File: config.mk
export PLATFORM = sky130hd
export DESIGN_NAME = spatz_boot_sequencer
export DESIGN_NICKNAME = d
export VERILOG_FILES = /design/src/rtl/spatz_boot_sequencer.sv
export SDC_FILE = /design/constraint.sdc
export NUM_CORES = 1
export LEC_CHECK = 0
export ABC_CLOCK_PERIOD_IN_PS = 2000
export BUFFER_PORTS_ARGS = -buffer_cell sky130_fd_sc_hd__buf_2
export CAP_MARGIN = 20
export CORE_MARGIN = 1.5
export CORE_UTILIZATION = 25
export CTS_BUF_LIST = sky130_fd_sc_hd__clkbuf_4 sky130_fd_sc_hd__clkbuf_8
export CTS_CLUSTER_SIZE = 8
export DETAILED_ROUTE_END_ITERATION = 10
export PLACE_DENSITY = 0.49
export RECOVER_POWER = 50
export SLEW_MARGIN = 10
export SYNTH_ARGS = -nofsm -noshare
export SYNTH_HDL_FRONTEND = slang
export SYNTH_SLANG_ARGS = --single-unit
File: constraint.sdc
create_clock -name clk_i -period 2 [get_ports clk_i]
set_clock_uncertainty 0.2 [all_clocks]
set_input_delay 0.1 -clock clk_i [delete_from_list [all_inputs] [get_ports clk_i]]
set_output_delay 0.1 -clock clk_i [all_outputs]
set_load 0.02 [all_outputs]
File: src/rtl/spatz_boot_sequencer.sv
// Boot sequencer: waits a settle time, writes the latched entry point to the boot-control
// register over reqrsp, then pulses debug_req_o. Define SPATZ_BOOT_TIMEOUT_EN for a response timeout.
module spatz_boot_sequencer #(
  parameter int unsigned              AddrWidth     = 48,
  parameter int unsigned              DataWidth     = 64,
  parameter int unsigned              NumCores      = 1,
  parameter logic [AddrWidth-1:0]     BootCtrlAddr  = '0,
  parameter int unsigned              SettleCycles  = 1000,
  parameter int unsigned              WakeCycles    = 1,
  parameter int unsigned              TimeoutCycles = 4096
) (
  input  logic                   clk_i,
  input  logic                   rst_ni,
  input  logic                   start_i,
  input  logic [31:0]            entry_point_i,
  output logic [AddrWidth-1:0]   q_addr_o,
  output logic [DataWidth-1:0]   q_data_o,
  output logic                   q_write_o,
  output logic [DataWidth/8-1:0] q_strb_o,
  output logic                   q_valid_o,
  input  logic                   q_ready_i,
  input  logic                   p_valid_i,
  input  logic                   p_error_i,
  output logic                   p_ready_o,
  output logic [NumCores-1:0]    debug_req_o,
  output logic                   busy_o,
  output logic                   done_o,
  output logic                   error_o
);

  // One counter serves settle, wake and timeout phases, so it is sized for the largest.
  localparam int unsigned SettleWake = (SettleCycles > WakeCycles) ? SettleCycles : WakeCycles;
  localparam int unsigned CntMax     = (TimeoutCycles > SettleWake) ? TimeoutCycles : SettleWake;
  localparam int unsigned CntWidth   = (CntMax > 1) ? $clog2(CntMax) : 1;

  typedef enum logic [2:0] {
    IDLE   = 3'd0,
    SETTLE = 3'd1,
    REQ    = 3'd2,
    RESP   = 3'd3,
    WAKE   = 3'd4,
    DONE   = 3'd5,
    ERROR  = 3'd6
  } state_e;

  state_e              state_q;
  logic [CntWidth-1:0] cnt_q;
  logic [31:0]         entry_q;

  // NOTE: every output is a register updated on the transition into the state that
  // asserts it, so no input ever reaches an output combinationally. All state uses <=
  // so every branch sees the pre-edge values regardless of statement order.
  always_ff @(posedge clk_i or negedge rst_ni) begin
    if (!rst_ni) begin
      state_q     <= IDLE;
      cnt_q       <= '0;
      entry_q     <= '0;
      q_addr_o    <= '0;
      q_data_o    <= '0;
      q_write_o   <= 1'b0;
      q_strb_o    <= '0;
      q_valid_o   <= 1'b0;
      p_ready_o   <= 1'b0;
      debug_req_o <= '0;
      busy_o      <= 1'b0;
      done_o      <= 1'b0;
      error_o     <= 1'b0;
    end else begin
      unique case (state_q)
        IDLE: begin
          if (start_i) begin
            entry_q <= entry_point_i;
            cnt_q   <= CntWidth'(SettleCycles - 1);
            busy_o  <= 1'b1;
            state_q <= SETTLE;
          end
        end

        SETTLE: begin
          if (cnt_q == '0) begin
            q_valid_o <= 1'b1;
            q_addr_o  <= BootCtrlAddr;
            q_data_o  <= DataWidth'(entry_q);
            q_write_o <= 1'b1;
            q_strb_o  <= '1;
            state_q   <= REQ;
          end else begin
            cnt_q <= cnt_q - 1'b1;
          end
        end

        // q_valid_o is high throughout REQ, so q_ready_i alone completes the handshake.
        REQ: begin
          if (q_ready_i) begin
            q_valid_o <= 1'b0;
            q_addr_o  <= '0;
            q_data_o  <= '0;
            q_write_o <= 1'b0;
            q_strb_o  <= '0;
            p_ready_o <= 1'b1;
`ifdef SPATZ_BOOT_TIMEOUT_EN
            cnt_q     <= CntWidth'(TimeoutCycles - 1);
`endif
            state_q   <= RESP;
          end
        end

        RESP: begin
          if (p_valid_i) begin
            p_ready_o <= 1'b0;
            if (p_error_i) begin
              busy_o  <= 1'b0;
              error_o <= 1'b1;
              state_q <= ERROR;
            end else begin
              debug_req_o <= '1;
              cnt_q       <= CntWidth'(WakeCycles - 1);
              state_q     <= WAKE;
            end
`ifdef SPATZ_BOOT_TIMEOUT_EN
          end else if (cnt_q == '0) begin
            p_ready_o <= 1'b0;
            busy_o    <= 1'b0;
            error_o   <= 1'b1;
            state_q   <= ERROR;
          end else begin
            cnt_q <= cnt_q - 1'b1;
          end
`else
          end
`endif
        end

        WAKE: begin
          if (cnt_q == '0) begin
            debug_req_o <= '0;
            busy_o      <= 1'b0;
            done_o      <= 1'b1;
            state_q     <= DONE;
          end else begin
            cnt_q <= cnt_q - 1'b1;
          end
        end

        // Terminal states hold until start_i drops, so a held start never re-boots.
        DONE, ERROR: begin
          if (!start_i) begin
            done_o  <= 1'b0;
            error_o <= 1'b0;
            state_q <= IDLE;
          end
        end

        default: state_q <= IDLE;
      endcase
    end
  end

endmodule

# Yosys cells after proc, flatten, opt, wreduce, memory -nomap -nowiden

Index checks and enable logic that the tools add are counted.

Word-level logic and storage cells: 89
Flip-flop bits (word level): 173
Bits of input ports: 38
Output and inout bits: 127

Muxes and demuxes: 41
$add $sub $neg: 1
Reduce and logical (&&, ||, !) cells: 20
Eq/ne operators: 15

Operators by type and width:

| kind                                                | number |
|---|---|
| two-way mux 64 bit                                  | 2 |
| one-hot mux 64 bit (2 select lines)                 | 1 |
| two-way mux 48 bit                                  | 2 |
| one-hot mux 48 bit (2 select lines)                 | 1 |
| two-way mux 12 bit                                  | 4 |
| one-hot mux 12 bit (3 select lines)                 | 1 |
| two-way mux 3 bit                                   | 6 |
| inequality test 2 bit, second input constant        | 9 |
| one-hot mux 3 bit (6 select lines)                  | 1 |
| two-way mux 8 bit                                   | 2 |
| one-hot mux 8 bit (2 select lines)                  | 1 |
| two-way mux 1 bit                                   | 13 |
| logical NOT 12 bit                                  | 1 |
| subtractor 12 x 1 -> 12 bit, second input constant  | 1 |
| one-hot mux 1 bit (2 select lines)                  | 5 |
| AND reduction 5 bit                                 | 2 |
| nonzero test 2 bit                                  | 5 |
| equality test 3 bit, second input constant          | 3 |
| AND reduction 3 bit                                 | 3 |
| AND reduction 4 bit                                 | 2 |
| equality test 3 x 2 -> 1 bit, second input constant | 2 |
| AND reduction 6 bit                                 | 1 |
| nonzero test 3 bit                                  | 2 |
| OR reduction 2 bit                                  | 2 |
| 5 further kinds                                     | 5 |

# Depth between registers and ports, before layout

Depth in word-level cells: 4
Depth in mapped cells: 9
Gate-level depth less buffers: 6

# Worst setup path after synthesis

No wires, ideal clock.

Path type: register to register
From: reg cnt_q[0]
To: reg cnt_q[9]
Path slack: -0.044 ns
Clock period less this slack: 2.044 ns
Required time: 1.679 ns
Path buffers: 2
Stages on the path, launching flop included: 9
Data arrival time: 1.723 ns
Setup time: 0.121 ns
Cells stage by stage: dfrtp_1 > inv_1 > ha_1 > nor4b_4 > and4_1 > buf_4 > buf_4 > a221o_1 > a22o_1

Cells in the longest elaborated chain, start to end: 3
Elaborated cells between the ends (all ways): 6
Classes of those cells: add/sub (1); eq/ne (1); mux (2); reduce/logical (2)

RTL lines:

| what                                                                       | line | source |
|---|---|---|
| start: declaration                                                         | 47   | `logic [CntWidth-1:0] cnt_q;` |
| start signal: assignment                                                   | 73   | `cnt_q <= CntWidth'(SettleCycles - 1);` |
| start signal: assignment                                                   | 88   | `cnt_q <= cnt_q - 1'b1;` |
| start signal: assignment                                                   | 117  | `cnt_q <= CntWidth'(WakeCycles - 1);` |
| subtractor 12 x 1 -> 12 bit or logical NOT 12 bit (tied branches)          | --   |  |
| two-way mux 12 bit or inequality test 2 bit (tied branches)                | --   |  |
| one-hot mux 12 bit (3 select lines) or AND reduction 5 bit (tied branches) | --   |  |

Several ways; a longest one is shown, not always the timed one. The select of a mux whose other input is x is not followed.
A chain may end at the register's enable or synchronous reset.

# Worst setup path in the final report

From: reg cnt_q[1]
To: reg q_data_o[7]

Cells in the longest elaborated chain, start to end: 3

RTL lines:

| what                                   | line | source |
|---|---|---|
| logical NOT 12 bit                     | 80   | `if (cnt_q == '0) begin` |
| inequality test 2 bit (no source line) | --   |  |
| AND reduction 3 bit (no source line)   | --   |  |
| end signal: assignment                 | 83   | `q_data_o <= DataWidth'(entry_q);` |
| end: declaration                       | 17   | `output logic [DataWidth-1:0] q_data_o,` |

No other way between the ends.

==> impl_metrics.json <==
{
  "outcome": "finished with violations",
  "violations": "setup timing",
  "worst_ep_required_time_ns": 2.05,
  "cp-end-kind": "flip-flop",
  "yosys.area_share.adder_pct": 0.517,
  "peakVddDrop_mv": 0.586,
  "fin_hold_ws_ns": 0.292,
  "grt_max_degree": 46,
  "drt_pass1_iterations": 4,
  "cts_max_level": 3,
  "drcViolationCount": 0,
  "dpl_worst_slack_ns": -0.221,
  "synth_compound_area_share_pct": 15.7,
  "finalCriticalPeriod_ns": 2.02,
  "area_delta_synth_final_pct": 30.8,
  "final.setup.worst_slack_ns": -0.0216,
  "crit_buf_inv": 3,
  "numCtsBuffers": 9,
  "wl_met3_um": 547,
  "top_layer": "met4",
  "synth_cells": 375,
  "place_area_um2": 4920,
  "synth_cell_type_count": 50,
  "syn_area_um2": 4360,
  "synth-xor-area-share_pct": 0.201,
  "dp_hpwl_um": 6530,
  "hold_violations": 0,
  "rows": 48,
  "ant_nets": 0,
  "worst_slew_pin_slew_ns": 1.08,
  "slew_violations": 0,
  "vias": 3160,
  "ys_ff_latch": 85,
  "final_layout_size_suffix_gt1_share_pct": 32.7,
  "clkSinkCount": 85,
  "clock_latency_ns": 0.37,
  "design_area_um2": 5700,
  "drt-met1-wl_um": 4470,
  "met2WireLength_um": 4800,
  "via_per_inst": 4.17,
  "drt_wl_total_um": 9940,
  "finalNetCount": 566,
  "path_class": "flip-flop to flip-flop",
  "cts_tree": "yes",
  "max_freq_mhz": 495,
  "globalplace.congestion": 0.784,
  "synthMuxAreaShare_pct": 9.70,
  "max_slew_margin_pct": 28.0,
  "cpPeakStageDelay_ns": 0.39,
  "initial_core_util_pct": 25.4,
  "critical-path-top-delay-family": "simple AND/OR/NAND/NOR gates",
  "root_buffer": "clkbuf_8",
  "drv_cap": 0,
  "hp-class": "flip-flop to flip-flop",
  "synth_top_family_by_area": "buffers and inverters",
  "path_clk_slew_ns": 0.09,
  "startpoint_type": "flip-flop",
  "grt_pass1_vias": 3060,
  "ys_async_sr_fraction_pct": 100,
  "synth_warnings": 0,
  "avgSynthCellArea_um2": 11.6,
  "core_area_um2": 17200,
  "die_x_um": 135,
  "p_leak_nw": 2.71,
  "antenna_found_initial": 0,
  "synthFlopType": "dfrtp_1",
  "synth_edf_count": 0,
  "synth-simple-area-share_pct": 5.97,
  "ys_seq_area_share_pct": 48.8,
  "num_antenna_cells": 0,
  "post_drt_wl_per_cell_um": 13.1,
  "path_cells": "inv_1 > ha_2 > nor4b_4 > and4_4 > buf_4 > a21oi_4 > buf_12 > a22o_1",
  "cp.arrival_ns": 2.07,
  "tns_ns": -0.374,
  "io_pins": 165,
  "critPathMaxFanout": 16,
  "clk_path_buf_depth": 2,
  "die_area_um2": 18200,
  "cp_slowest_cell": "dfrtp_1",
  "setup_viol": 28,
  "nFillCells": 1762,
  "fin_crit_sh_pct": 101,
  "grt-ovfl-total": 0,
  "die_y_um": 135,
  "power.density_nw_per_um2": 1250,
  "multiInputGateArea_um2": 1820,
  "drtIter0Drc": 124,
  "grt_first_pass_wirelength_um": 15700,
  "grt_usage_pct": 11.2,
  "port_buffers": 84,
  "rsz0062_at_grt": "yes",
  "seqCellArea_um2": 2130
}
-- sequential cells by signal, summed over array words and instances (netlist names), 3 cells and up --
name	cells
q_data_o	32
entry_q	32
cnt_q	12
state_q	3
-- cells in the mapped netlist (all sizes together), types with 2 or more instances --
library cell	number	share of area [%]
a221oi	2	0.40
o2bb2ai	2	0.40
nor2b	4	0.57
a211oi	2	0.34
o21bai	5	0.86
inv	9	0.77
clkbuf	3	0.26
a21o	3	0.52
a221o	4	0.92
o221ai	2	0.55
buf	105	18
dfrtp	85	49
and2	3	0.49
nand3	5	0.57
a22o	37	7.4
nor2	6	0.52
mux2i	4	0.92
a21oi	3	0.43
mux2	34	8.8
o31ai	3	0.52
nand2	14	1.2
nor3	2	0.34
a2111oi	2	0.55
o21ai	15	1.7
nand2b	4	0.57
-- kinds of logic (layout without fill, tap and decap cells) --
kind of cell / count (synthesis) / in the layout
simple gates: 46 / 46
buf+inv: 117 / 194
compound gates: 85 / 86
fa+ha+maj: 2 / 2
other cells: 1 / 80
flops: 85 / 85
mux: 38 / 38
xor+xnor: 1 / 1
-- worst reg2reg max path, delay by kind of cell, from the launching register on --
kind                     cells  cell delay, ns
AND/OR/NAND/NOR              2            0.50
buffers and inverters        3            0.40
flip-flops                   1            0.39
AO/OA/AOI/OAI                2            0.26
adder cells (fa/ha/maj)      1            0.17
-- per-layer routing --
metal | vias to the layer above | track usage, %
met1 | 1558 | 14.3
met3 | 10 | 2.85
met4 | 0 | 4.30
met5 | - | 0
li1 | 1464 | -
met2 | 128 | 18.1
-- area by class of cell --
type / count / area share, %
sequential: 85 / 37.3
multi-input combinational: 253 / 31.9
timing repair buffer: 169 / 21.5
tap: 225 / 4.94
clock buffer: 12 / 2.90
clock inverter: 4 / 0.943
inverter: 9 / 0.592
-- placed cells by master (no fill, tap or decap), types with 3 or more instances in the layout --
master,n
buf_12,6
o21ai_0,15
nand3_1,4
conb_1,80
buf_2,60
a21oi_4,3
nor2_1,6
o31ai_1,3
a22o_1,37
mux2i_1,4
nand2b_1,4
dlygate4sd3_1,38
nand2_1,14
a21o_1,3
dfrtp_1,85
nor2b_1,3
clkbuf_1,25
a221o_1,4
o21bai_1,5
clkbuf_8,12
inv_1,9
buf_4,36
mux2_2,34
-- stage by stage --
stage	power (mW)	std cells	util, %
after floorplan	4.77	454	-
after global placement	5.58	694	28.7
after detailed placement	5.67	694	28.7
after CTS	7.16	754	32.8
after global routing	7.63	757	33.2
final	7.13	757	33.2
-- what timing repair did --
item	4_1_cts	5_1_grt
hold buffers	38	0
resized for setup	11	9
hold endpoints to repair	122	0
setup endpoints to repair	45	46
pin swaps	3	3
cloned	1	0
setup buffers	5	2
-- final timing paths --
kind	startpoint	endpoint	slack, ns	cells after the start
min in group asynchronous	rst_ni	cnt_q[4]$_DFFE_PN0P_	0.56	3
setup / recovery	cnt_q[1]$_DFFE_PN0P_	q_data_o[7]$_DFFE_PN0P_	-0.02	8
max in group asynchronous	rst_ni	q_data_o[13]$_DFFE_PN0P_	0.33	3
hold reg to reg	busy_o$_DFFE_PN0P_	busy_o$_DFFE_PN0P_	0.29	1
hold / removal	busy_o$_DFFE_PN0P_	busy_o$_DFFE_PN0P_	0.29	1
setup reg to reg	cnt_q[1]$_DFFE_PN0P_	q_data_o[7]$_DFFE_PN0P_	-0.02	8
-- where the power goes --
group          switching (mW)  internal, mW
clock network           0.653         0.685
logic                    1.56          1.43
registers               0.411          2.38
total                    2.63          4.50
No activity file was read; power rests on OpenSTA's default activity.
